File: src/rtl/uart_pkg.sv
`default_nettype none
// ============================================================================
//  Module   : uart_pkg
//  Purpose  : Constants shared by the UART receiver and transmitter: the
//             receiver state encoding, the default frame width and the line
//             idle level.
//  Ports    : none (package)
//  Revision : 1.0 - initial release
// ============================================================================
package uart_pkg;

  // Receiver state encoding, explicit 2-bit width.
  typedef logic [1:0] state_t;
  localparam state_t IDLE  = 2'd0;
  localparam state_t START = 2'd1;
  localparam state_t RECV  = 2'd2;
  localparam state_t STOP  = 2'd3;

  // Default number of data bits per frame.
  localparam int c_DATA_BITS = 8;

  // Level of the serial line between frames (also the stop-bit level).
  localparam logic c_LINE_IDLE = 1'b1;

endpackage : uart_pkg
`default_nettype wire

File: src/rtl/uart_sync_2ff.sv
`default_nettype none
// ============================================================================
//  Module   : uart_sync_2ff
//  Purpose  : Generic 1-bit double-flop synchronizer. Both flops reset to 1
//             so an idle-high serial line does not show a false start bit
//             while reset is released.
//  Ports    : clk  - destination clock
//             rstn - asynchronous reset, active-low
//             d    - asynchronous input
//             q    - synchronized output (2 clk latency)
//  Revision : 1.0 - initial release
// ============================================================================
module uart_sync_2ff (
  input  logic clk,
  input  logic rstn,
  input  logic d,
  output logic q
);

  logic r_meta;
  logic r_sync;

  always_ff @(posedge clk or negedge rstn) begin
    if (!rstn) begin
      r_meta <= 1'b1;
      r_sync <= 1'b1;
    end else begin
      r_meta <= d;
      r_sync <= r_meta;
    end
  end

  assign q = r_sync;

endmodule : uart_sync_2ff
`default_nettype wire

File: src/rtl/uart_receiver.sv
`default_nettype none
// ============================================================================
//  Module   : uart_receiver
//  Purpose  : 8N1 UART receiver. Oversamples serial_in on sample_tick,
//             rebuilds each byte LSB first and presents it on data_out with
//             a data_valid / read_ack handshake. Reports sticky framing and
//             overrun errors.
//  Macro    : UART_RX_SYNC_EN - when defined, serial_in passes through a
//             two-flop synchronizer (uart_sync_2ff) before any use, adding
//             2 clk of latency. When undefined serial_in must already be in
//             the clk domain.
//  Ports    : clk         - system clock
//             rstn        - asynchronous reset, active-low
//             serial_in   - UART line, idle high
//             sample_tick - one-clk enable at OVERSAMPLE x baud rate
//             read_ack    - one-clk pulse, consumer has taken data_out
//             err_clr     - one-clk pulse, clears frame_err / overrun_err
//             data_out    - last good received byte
//             data_valid  - data_out holds an unread byte
//             rx_busy     - receiver is not in IDLE
//             frame_err   - sticky, stop bit sampled 0
//             overrun_err - sticky, frame completed while data_valid was 1
//  Revision : 1.0 - initial release
// ============================================================================
module uart_receiver
  import uart_pkg::*;
#(
  parameter int OVERSAMPLE = 8,
  parameter int DATA_BITS  = c_DATA_BITS
) (
  input  logic                 clk,
  input  logic                 rstn,
  input  logic                 serial_in,
  input  logic                 sample_tick,
  input  logic                 read_ack,
  input  logic                 err_clr,
  output logic [DATA_BITS-1:0] data_out,
  output logic                 data_valid,
  output logic                 rx_busy,
  output logic                 frame_err,
  output logic                 overrun_err
);

  localparam int c_SW = $clog2(OVERSAMPLE);
  localparam int c_BW = $clog2(DATA_BITS + 1);

  localparam logic [c_SW-1:0] c_SAMPLE_MID  = c_SW'(OVERSAMPLE / 2 - 1);
  localparam logic [c_SW-1:0] c_SAMPLE_LAST = c_SW'(OVERSAMPLE - 1);
  localparam logic [c_SW-1:0] c_SAMPLE_ONE  = c_SW'(1);
  localparam logic [c_BW-1:0] c_BIT_LAST    = c_BW'(DATA_BITS - 1);
  localparam logic [c_BW-1:0] c_BIT_ONE     = c_BW'(1);

  // --------------------------------------------------------------------------
  // Line input
  // --------------------------------------------------------------------------
  logic w_rx;

`ifdef UART_RX_SYNC_EN
  uart_sync_2ff u_sync (
    .clk  (clk),
    .rstn (rstn),
    .d    (serial_in),
    .q    (w_rx)
  );
`else
  assign w_rx = serial_in;
`endif

  // --------------------------------------------------------------------------
  // State
  // --------------------------------------------------------------------------
  state_t                r_state;
  logic [c_SW-1:0]       r_sample_cnt;
  logic [c_BW-1:0]       r_bit_cnt;
  logic [DATA_BITS-1:0]  r_shift;
  logic [DATA_BITS-1:0]  r_data;
  logic                  r_valid;
  logic                  r_busy;
  logic                  r_frame_err;
  logic                  r_overrun_err;

  // Stop-bit centre tick and its three possible outcomes. A read_ack in the
  // same cycle as a good stop bit frees the buffer, so the new byte loads
  // instead of being counted as an overrun.
  logic w_stop_tick;
  logic w_good_stop;
  logic w_load;
  logic w_overrun_set;
  logic w_frame_set;

  assign w_stop_tick   = sample_tick && (r_state == STOP) && (r_sample_cnt == c_SAMPLE_LAST);
  assign w_good_stop   = w_stop_tick && (w_rx == c_LINE_IDLE);
  assign w_load        = w_good_stop && (!r_valid || read_ack);
  assign w_overrun_set = w_good_stop && r_valid && !read_ack;
  assign w_frame_set   = w_stop_tick && (w_rx != c_LINE_IDLE);

  always_ff @(posedge clk or negedge rstn) begin
    if (!rstn) begin
      r_state       <= IDLE;
      r_sample_cnt  <= '0;
      r_bit_cnt     <= '0;
      r_shift       <= '0;
      r_data        <= '0;
      r_valid       <= 1'b0;
      r_busy        <= 1'b0;
      r_frame_err   <= 1'b0;
      r_overrun_err <= 1'b0;
    end else begin
      // Output buffer and handshake.
      if (w_load) begin
        r_data  <= r_shift;
        r_valid <= 1'b1;
      end else if (read_ack) begin
        r_valid <= 1'b0;
      end

      // Sticky error flags: a new error wins over a simultaneous clear.
      if (w_frame_set) begin
        r_frame_err <= 1'b1;
      end else if (err_clr) begin
        r_frame_err <= 1'b0;
      end

      if (w_overrun_set) begin
        r_overrun_err <= 1'b1;
      end else if (err_clr) begin
        r_overrun_err <= 1'b0;
      end

      // Frame sequencing only moves on sample ticks.
      if (sample_tick) begin
        case (r_state)
          IDLE: begin
            if (w_rx != c_LINE_IDLE) begin
              r_state      <= START;
              r_busy       <= 1'b1;
              r_sample_cnt <= '0;
            end
          end

          START: begin
            if (r_sample_cnt == c_SAMPLE_MID) begin
              // Middle of the start bit: a high line means it was a glitch.
              if (w_rx != c_LINE_IDLE) begin
                r_state      <= RECV;
                r_sample_cnt <= '0;
                r_bit_cnt    <= '0;
              end else begin
                r_state      <= IDLE;
                r_busy       <= 1'b0;
                r_sample_cnt <= '0;
              end
            end else begin
              r_sample_cnt <= r_sample_cnt + c_SAMPLE_ONE;
            end
          end

          RECV: begin
            if (r_sample_cnt == c_SAMPLE_LAST) begin
              // Bits arrive LSB first, so shifting right leaves bit 0 in
              // the LSB once all data bits are in.
              r_shift      <= {w_rx, r_shift[DATA_BITS-1:1]};
              r_bit_cnt    <= r_bit_cnt + c_BIT_ONE;
              r_sample_cnt <= '0;
              if (r_bit_cnt == c_BIT_LAST) begin
                r_state <= STOP;
              end
            end else begin
              r_sample_cnt <= r_sample_cnt + c_SAMPLE_ONE;
            end
          end

          STOP: begin
            if (r_sample_cnt == c_SAMPLE_LAST) begin
              r_state      <= IDLE;
              r_busy       <= 1'b0;
              r_sample_cnt <= '0;
            end else begin
              r_sample_cnt <= r_sample_cnt + c_SAMPLE_ONE;
            end
          end

          default: begin
            r_state      <= IDLE;
            r_busy       <= 1'b0;
            r_sample_cnt <= '0;
          end
        endcase
      end
    end
  end

  assign data_out    = r_data;
  assign data_valid  = r_valid;
  assign rx_busy     = r_busy;
  assign frame_err   = r_frame_err;
  assign overrun_err = r_overrun_err;

endmodule : uart_receiver
`default_nettype wire

File: config.mk
export PLATFORM = sky130hd
export DESIGN_NAME = uart_receiver
export DESIGN_NICKNAME = d
export VERILOG_FILES = /design/src/rtl/uart_pkg.sv /design/src/rtl/uart_sync_2ff.sv /design/src/rtl/uart_receiver.sv
export SDC_FILE = /design/constraint.sdc
export NUM_CORES = 1
export LEC_CHECK = 0
export ABC_AREA = 1
export CORE_MARGIN = 4
export CORE_UTILIZATION = 48
export CTS_CLUSTER_DIAMETER = 80
export DETAILED_ROUTE_END_ITERATION = 7
export PLACE_DENSITY = 0.7
export SYNTH_ARGS = -nofsm -noshare
export SYNTH_HDL_FRONTEND = slang
export SYNTH_SLANG_ARGS = --single-unit
File: constraint.sdc
create_clock -name clk -period 3.3 [get_ports clk]
set_input_delay 0.495 -clock clk [delete_from_list [all_inputs] [get_ports clk]]
set_output_delay 0.495 -clock clk [all_outputs]
set_load 0.005 [all_outputs]
==> metrics, run 1 <==
Mapped Area=0.00149 mm²; Clock Power Share=20.8%; RD Place Congestion=around 0.8; fill cell count=263; largest net degree at the start of global routing=30; Rel. slew slack=between 70% and 80%; die area=0.00405 mm²; Finished Cell Area=between 0.0015 and 0.002 mm²; DRT Wirelength=approximately 2500 µm; Total Power=0.972 mW; Peak VDD IR=359 µV; power share of the combinational group=about 30%; ant diodes=0; final core utilization=59.8%; Placed Area=~0.0017 mm²; flops & latches, synth=29; Compound-Gate Fraction of Synth Area=11.1%; Area growth syn-to-layout=14.8%; Vias/cell=5.04; drt initial violations=48; via count=about 1.1k; crit share post-route=51.3%; Worst-Skew Late Latency=0.32 ns; Startpoint Class=flip-flop; Synth top area share=48.8%; die width=63.7 µm; IO buf count=17; initial antenna violation count=0; Pre-antenna DRT Iters=5; Hold Path Class=flip-flop to flip-flop; setup_tns=0 ns; f_max=around 600 MHz; CP max FO=2; WP data arrival=between 1 and 1.5 ns; mux cell area share after synthesis=0%; crit path cell chain=clkdlybuf4s50_1; post-route ant nets=0; Final Hold Fails=0; Core Area=0.00285 mm²; switch share=38.0%; WL per Instance=11.4 µm; Tmin final=1.69 ns; CP Class=flip-flop to output port; main combinational cell family by area after synthesis=simple AND/OR/NAND/NOR gates; number of flops mapped to enable cells by yosys=0; Commonest cells post-synth=52 x nand2_1, 29 x dfrtp_1, 22 x inv_1; sequential share of the synthesized area=48.8%; Synth Area in XOR/XNOR=0.589%; fraction of registers with async set/reset=100%; share of layout cells above drive strength 1=between 10% and 20%; first-pass GRT wire length=between 4000 and 5000 µm; Synth Area in Simple Gates=about a quarter; warnings from Yosys=0; Leak=0.803 nW; Synth Net Count=178; Die Y=~64 µm; RSZ-0062 raised after global routing=no; critical path's top delay family=buffers and inverters; Root Buffer=clkbuf_4; clk_skew=0.00442 ns; CP Capture Type=output port; top-count cell post-synth=nand2_1; crit-path max cell delay=approximately 0.50 ns; Nets=199; Worst Tran Pin Value=0.426 ns; Netlist cell types=25; Resized cells post-CTS=0; Initial Util=52.1%; CTS tree=done; Net Switching=0.370 mW; WP buf/inv=1; # IOs=18; CP max stage cell=clkdlybuf4s50_1; GR Overflow Total=0; Sink Count=29; Mapped Cells=166; Worst Path Required=between 2 and 3 ns; vias in the first global route=approximately 1.1k; Pins Over Slew Limit=0; status=completed; dpl hpwl=between 1500 and 2000 µm; # DRC=0; Post-CTS Hold Buffers=0; Synth area leaders=dfrtp_1 49%, nand2_1 13%, inv_1 5.6%; adder-cell share of the synthesized area=5.05%; row cnt=19; Num CTS Buffers=5; Cell Pwr Density=570 mW/mm²; post-CTS setup buffers=0; final setup violation count=0; all-layer global routing usage=14.8%; Int Pwr=0.603 mW; Longest Clk Path Bufs=2; Mapped Avg Cell Area=roughly 9 µm²; ys flop type=dfrtp_1; max-cap violations=0; # H-tree levels=2; largest area contributor in the netlist=dfrtp_1; clock slew at reported path FFs=0.09 ns; sequential share of power=between 40% and 50%
-- cell type report --
cell class	instances	area, µm²	area share (%)
Multi-Input combinational cell	108	619	36.3
Inverter	25	93.8	5.50
Timing Repair Buffer	18	178	10.4
Clock buffer	6	41.3	2.42
Clock inverter	2	10.0	0.587
Sequential cell	29	726	42.5
Tap cell	31	38.8	2.27
-- per-layer routing --
metal	up-vias	share of wire, %	global-route usage (%)
li1	564	-	-
met1	506	47	17.8
met2	26	48	23.1
met3	7	3.9	6.04
met4	0	1.6	6.47
met5	-	0	0
-- sequential cells by signal, summed over array words and instances, names as in the netlist, named ones only --
| name | flops |
|---|---|
| data_out | 8 |
| r_shift | 8 |
| r_bit_cnt | 4 |
| r_sample_cnt | 3 |
| data_valid | 1 |
| frame_err | 1 |
| overrun_err | 1 |
| r_state | 1 |
| rx_busy | 1 |
-- cells in the final DEF, fill, tap and decap left out, drive strengths merged --
cell type	count
a21boi	1
a22o	1
buf	1
clkbuf	6
clkdlybuf4s50	17
clkinv	2
dfrtp	29
ha	6
inv	25
nand2	52
nand3	12
nand4	1
nor2	9
nor3	1
o21ai	21
o21bai	1
o22ai	1
or2	1
xor2	1
-- power by group through the flow --
stage	clock [mW]	sequential (mW)	combinational, mW
finish	0.202	0.472	0.298
global route	0.234	0.482	0.343
CTS	0.211	0.473	0.300
detailed placement	0	0.480	0.298
global placement	0	0.476	0.285
floorplan	0	0.451	0.256
-- tightest hold or removal path, cell delays in order, from the launching register on --
cell     delay, ns
dfrtp_1       0.35
nand2_1       0.06
o21ai_2       0.05
-- cells by family after synthesis --
logic type               count (synthesis)
flip-flops                              29
AND/OR/NAND/NOR                         76
AO/OA/AOI/OAI                           25
buffers and inverters                   29
XOR/XNOR                                 1
adder cells (fa/ha/maj)                  6
-- metrics by stage --
step                      hold WS, ns  std cells  setup WS, ns
final                           0.491        219          1.61
after global routing            0.521        219          1.52
after CTS                       0.491        219          1.59
after detailed placement        0.470        211          1.28
after global placement          0.463        211          1.32
after floorplan                 0.199        166          1.82
-- final timing paths --
| kind | from | to | slack (ns) | cells after the start |
|---|---|---|---|---|
| worst max-delay path | rx_busy$_DFFE_PN0P_ | rx_busy | 1.61 | 1 |
| worst min-delay path | data_out[3]$_DFFE_PN0P_ | data_out[3]$_DFFE_PN0P_ | 0.49 | 2 |
| worst max register to register | r_sample_cnt[0]$_DFFE_PN0P_ | data_out[7]$_DFFE_PN0P_ | 1.66 | 7 |
| worst min register to register | data_out[3]$_DFFE_PN0P_ | data_out[3]$_DFFE_PN0P_ | 0.49 | 2 |
| max in group asynchronous | rstn | r_bit_cnt[3]$_DFFE_PN0P_ | 2.49 | 2 |
| min in group asynchronous | rstn | data_out[6]$_DFFE_PN0P_ | 0.55 | 2 |
Note: power is estimated with default switching activity, not from simulation.
==> run 2, diff against run 1 <==
==> constraint.sdc (replaced) <==
create_clock -name clk -period 1.6 [get_ports clk]
set_input_delay 0.24 -clock clk [delete_from_list [all_inputs] [get_ports clk]]
set_output_delay 0.24 -clock clk [all_outputs]
set_load 0.005 [all_outputs]
==> run 2 against run 1 <==
Utilization rose by 3.7 points. Die area did not move. Cell area rose by 6.2%. Critical path depth rose by 6. Global-route usage rose by 0.70 points. Worst hold slack got worse by 0.21 ns. First-iteration DRC count fell by 23%. Flip-flop and latch count did not move. Clock power rose to 3.1 times the previous value. Routed wire length rose by 8.2%. Combinational power rose by 120%. Setup slack got worse by 1.5 ns. Largest cell class unchanged. Highest routed layer unchanged.
==> metrics, run 2 (same netlist as run 1, synthesis figures left out) <==
Root Buffer=clkbuf_4; via count=1146; RSZ-0062 raised after global routing=no; Sink Count=29; f_max=approximately 670 MHz; Longest Clk Path Bufs=2; Finished Cell Area=0.00181 mm²; RD Place Congestion=around 0.9; post-route ant nets=0; DRT Wirelength=approximately 2700 µm; IO buf count=17; Placed Area=about 0.0017 mm²; final setup violation count=0; status=completed; Worst Path Required=1.81 ns; Rel. slew slack=71.7%; die area=approximately 0.0041 mm²; share of layout cells above drive strength 1=17.9%; Nets=around 210; Worst Tran Pin Value=0.425 ns; setup_tns=0 ns; Num CTS Buffers=5; Cell Pwr Density=1250 mW/mm²; dpl hpwl=2000 µm; r2r setup slk=0.11 ns; clock slew at reported path FFs=~0.09 ns; clk_skew=roughly 0.0066 ns; max-cap violations=0; Worst-Skew Late Latency=0.33 ns; die width=63.7 µm; WL per Instance=12.0 µm; crit path from=r_sample_cnt[0]$_DFFE_PN0P_; largest net degree at the start of global routing=30; row cnt=19; drt initial violations=37; Die Y=63.7 µm; R2R depth=7; Pins Over Slew Limit=0; commonest non-fill, non-tap cell in the layout=nand2_1; first-pass GRT wire length=4800 µm; CTS tree=done; GR Overflow Total=0; CP max FO=4; crit share post-route=93.1%; WP data arrival=approximately 1.7 ns; Peak VDD IR=965 µV; Initial Util=52.1%; most frequent cells in the layout=51 x nand2_1, 29 x dfrtp_1, 22 x inv_1; # H-tree levels=2; all-layer global routing usage=15.5%; # DRC=0; Vias/cell=about 5.1; vias in the first global route=1126; Tmin final=about 1.5 ns; Startpoint Class=flip-flop; # IOs=18; Leak=between 0.8 and 0.9 nW; Post-CTS Hold Buffers=0; CP Class=flip-flop to flip-flop; ant diodes=0; Core Area=0.00285 mm²; Hold Path Class=primary input to asynchronous set/reset pin; Area growth syn-to-layout=22.0%; CP Capture Type=flip-flop; FF-to-FF Start=r_sample_cnt[0]$_DFFE_PN0P_; initial antenna violation count=0; Final Hold Fails=0; Pre-antenna DRT Iters=4
==> run 2: worst max-delay path by stage <==
stage | cells past startpoint | to | slack [ns]
2_1_floorplan | 8 | data_out[1]$_DFFE_PN0P_ | 0.12
3_3_place_gp | 6 | data_out[2]$_DFFE_PN0P_ | 0.06
3_5_place_dp | 6 | data_out[5]$_DFFE_PN0P_ | 0.007
4_1_cts | 7 | data_out[5]$_DFFE_PN0P_ | 0.008
5_1_grt | 7 | flip-flop | 0.007
6_report | 7 | flip-flop | 0.11
==> run 2: layout make-up <==
cell class,instances,area [µm²]
clock buffer,7,55.1
clock inverter,1,30.0
fill,243,1040
inverter,25,93.8
multi-input combinational,109,647
sequential,29,726
tap,31,38.8
timing repair buffer,24,223
==> run 2: worst max-delay path: stages (launching register included) <==
cell	delay, ns
dfrtp_1	0.40
ha_2	0.22
ha_1	0.18
inv_1	0.05
nand3_1	0.14
nand3_1	0.20
or2_0	0.14
nand2_1	0.06
==> run 2: metrics by stage <==
stage	utilization (%)	worst slack [ns]	power (mW)	hold slack, ns	std cells
global route	63.6	0.00670	2.44	0.289	226
global placement	59.3	0.0610	1.58	0.463	216
detailed placement	59.3	0.00657	1.62	0.471	216
CTS	62.3	0.00758	2.25	0.271	224
finish	63.6	0.110	2.27	0.278	226
floorplan	-	0.119	1.46	-0.0556	166
==> run 2: routing by layer <==
layer  share of wire, %  up-vias  GRT usage, %
met3                5.0        7          5.86
met1                 44      529          16.7
met4                2.3        0          8.89
met5                  0        -             0
li1                   -      585             -
met2                 48       25          25.7
==> run 2: power by group <==
| group | total, mW | leakage (nW) | internal [mW] | switching (mW) |
|---|---|---|---|---|
| clock network | 0.628 | 0.0455 | 0.373 | 0.255 |
| logic | 0.666 | 0.405 | 0.260 | 0.406 |
| registers | 0.973 | 0.396 | 0.846 | 0.127 |
| total | 2.27 | 0.847 | 1.48 | 0.788 |
==> run 2: what timing repair did <==
item / in CTS / in global routing
gates resized for setup: 0 / 4
buffers inserted: 0 / 1
setup endpoints to repair: 0 / 13
==> run 3, diff against run 2 <==
--- a/config.mk
+++ b/config.mk
@@ -6,11 +6,14 @@
 export NUM_CORES = 1
 export LEC_CHECK = 0
 export ABC_AREA = 1
+export ABC_CLOCK_PERIOD_IN_PS = 1600
+export CELL_PAD_IN_SITES_DETAIL_PLACEMENT = 0
+export CELL_PAD_IN_SITES_GLOBAL_PLACEMENT = 2
 export CORE_MARGIN = 4
-export CORE_UTILIZATION = 48
+export CORE_UTILIZATION = 33
 export CTS_CLUSTER_DIAMETER = 80
 export DETAILED_ROUTE_END_ITERATION = 7
-export PLACE_DENSITY = 0.7
+export PLACE_DENSITY_LB_ADDON = 0.1
 export SYNTH_ARGS = -nofsm -noshare
 export SYNTH_HDL_FRONTEND = slang
 export SYNTH_SLANG_ARGS = --single-unit
==> run 3 against run 2 <==
First-iteration DRC count down 32%. Combinational power down 2%. Clock skew down 0.0013 ns. Utilization down 21 points. Final cell count up 9.3%. Sequential power up 0.6%. Highest routed layer unchanged.
==> metrics, run 3 (same netlist as run 1, synthesis figures left out) <==
Final Hold Fails=0; initial antenna violation count=0; RD Place Congestion=0.799; Multi-input gate area=652 µm²; vias in the first global route=1079; Die Y=~75 µm; post-route ant nets=0; Peak VDD IR=around 580 µV; Initial Util=approximately 34%; Pins Over Slew Limit=0; Num CTS Buffers=5; critical path's top delay family=simple AND/OR/NAND/NOR gates; # DRC=0; CP max stage cell=dfrtp_1; Net Switching=0.817 mW; Worst path most repeated cell=nand3_1; CTS tree=done; most frequent cells in the layout=50 x nand2_1, 29 x dfrtp_1, 22 x inv_1; Worst-Skew Late Latency=0.28 ns; # H-tree levels=2; f_max=671 MHz; Tmin final=between 1 and 1.5 ns; Area growth syn-to-layout=24.2%; die area=0.00564 mm²; switch share=36.9%; Pre-antenna DRT Iters=4; Int Pwr=approximately 1.4 mW; final setup violation count=0; Startpoint Class=flip-flop; CP Class=flip-flop to flip-flop; ant diodes=0; number of cells on the critical path=7; WP data arrival=approximately 1.7 ns; share of layout cells above drive strength 1=19.5%; drt initial violations=25; # IOs=18; max-cap violations=0; Longest Clk Path Bufs=2; commonest non-fill, non-tap cell in the layout=nand2_1; Worst Tran Pin Value=between 0.4 and 0.5 ns; Nets=just over 200; Post-Layout Cell Count=247; setup_tns=0 ns; WL per Instance=11.9 µm; GR Overflow Total=0; via count=around 1.1k; Reg area=726 µm²; CP max FO=4; r2r setup slk=0.11 ns; crit share post-route=93.1%; Worst Path Required=between 1.5 and 2 ns; Sink Count=29; Hold Path Class=primary input to asynchronous set/reset pin; Rel. slew slack=71.1%; Clock Power Share=26.4%; clock slew at reported path FFs=around 0.070 ns; placed insts=around 240; DRT Wirelength=2930 µm; crit-path max cell delay=approximately 0.4 ns; die width=75.1 µm; Post-CTS Hold Buffers=0; sequential share of power=44.2%; R2R depth=7; status=completed; final core utilization=about 42%; first-pass GRT wire length=5020 µm; IO buf count=17; largest net degree at the start of global routing=30; fill cell count=approximately 440; Placed Area=0.00173 mm²; clk_skew=0.00530 ns; power share of the combinational group=29.4%; Leak=0.842 nW; dpl hpwl=2120 µm; Vias/cell=~4.5; Core Area=0.00435 mm²; WP buf/inv=1; Finished Cell Area=between 0.0015 and 0.002 mm²; Root Buffer=clkbuf_8; all-layer global routing usage=11.8%; row cnt=24; crit path cell chain=ha_2, ha_1, inv_1, nand3_1, nand3_1, or2_0, nand2_1; Cell Pwr Density=between 1000 and 1500 mW/mm²; CP Capture Type=flip-flop
[run 3: repair_timing]
| action | 4_1_cts | 5_1_grt |
|---|---|---|
| setup buffers | 0 | 0 |
| endpoints found under the hold margin | 0 | 0 |
| gates resized for setup | 0 | 6 |
| endpoints found under the setup margin | 0 | 11 |
[run 3: metal layers]
metal  track usage [%]  wire length, µm  share of wire (%)
met1              14.4             1330                 46
met2              19.1             1450                 49
met3              3.87              108                3.7
met4              4.74               38                1.3
met5                 0                0                  0
[run 3: cell type report]
cell class / count / share of cell area, %
Multi-Input combinational cell: 109 / 35.3
Clock inverter: 3 / 0.949
Clock buffer: 5 / 3.73
Tap cell: 52 / 3.53
Timing Repair Buffer: 24 / 12.1
Inverter: 25 / 5.08
Sequential cell: 29 / 39.3
[run 3: stage by stage]
step           hold slack (ns)  total power [mW]  setup slack, ns
6_report                 0.354              2.22            0.110
4_1_cts                  0.366              2.23           0.0188
3_5_place_dp             0.470              1.63           0.0407
2_1_floorplan          -0.0556              1.46            0.119
5_1_grt                  0.379              2.40         -0.00560
3_3_place_gp             0.463              1.61           0.0402
[run 3: worst register-to-register path, delay by kind of cell, from the launching register on]
kind | cells | cell delay [ns]
simple gates | 4 | 0.53
buf+inv | 1 | 0.05
flops | 1 | 0.40
fa+ha+maj | 2 | 0.40
[run 3: power groups by stage]
stage | Clock [mW] | Combinational, mW | Sequential (mW)
global route | 0.652 | 0.749 | 0.996
global placement | 0 | 0.627 | 0.984
detailed placement | 0 | 0.637 | 0.988
finish | 0.585 | 0.651 | 0.979
floorplan | 0 | 0.528 | 0.930
CTS | 0.611 | 0.640 | 0.976
[run 3: worst paths after layout]
kind	from	endpoint
min in group clk	rx_busy$_DFFE_PN0P_	rx_busy$_DFFE_PN0P_
hold / removal	rstn	frame_err$_DFFE_PN0P_
max in group asynchronous	rstn	r_sample_cnt[2]$_DFFE_PN0P_
setup / recovery	r_sample_cnt[0]$_DFFE_PN0P_	flip-flop
setup reg to reg	r_sample_cnt[0]$_DFFE_PN0P_	flip-flop
hold reg to reg	rx_busy$_DFFE_PN0P_	rx_busy$_DFFE_PN0P_
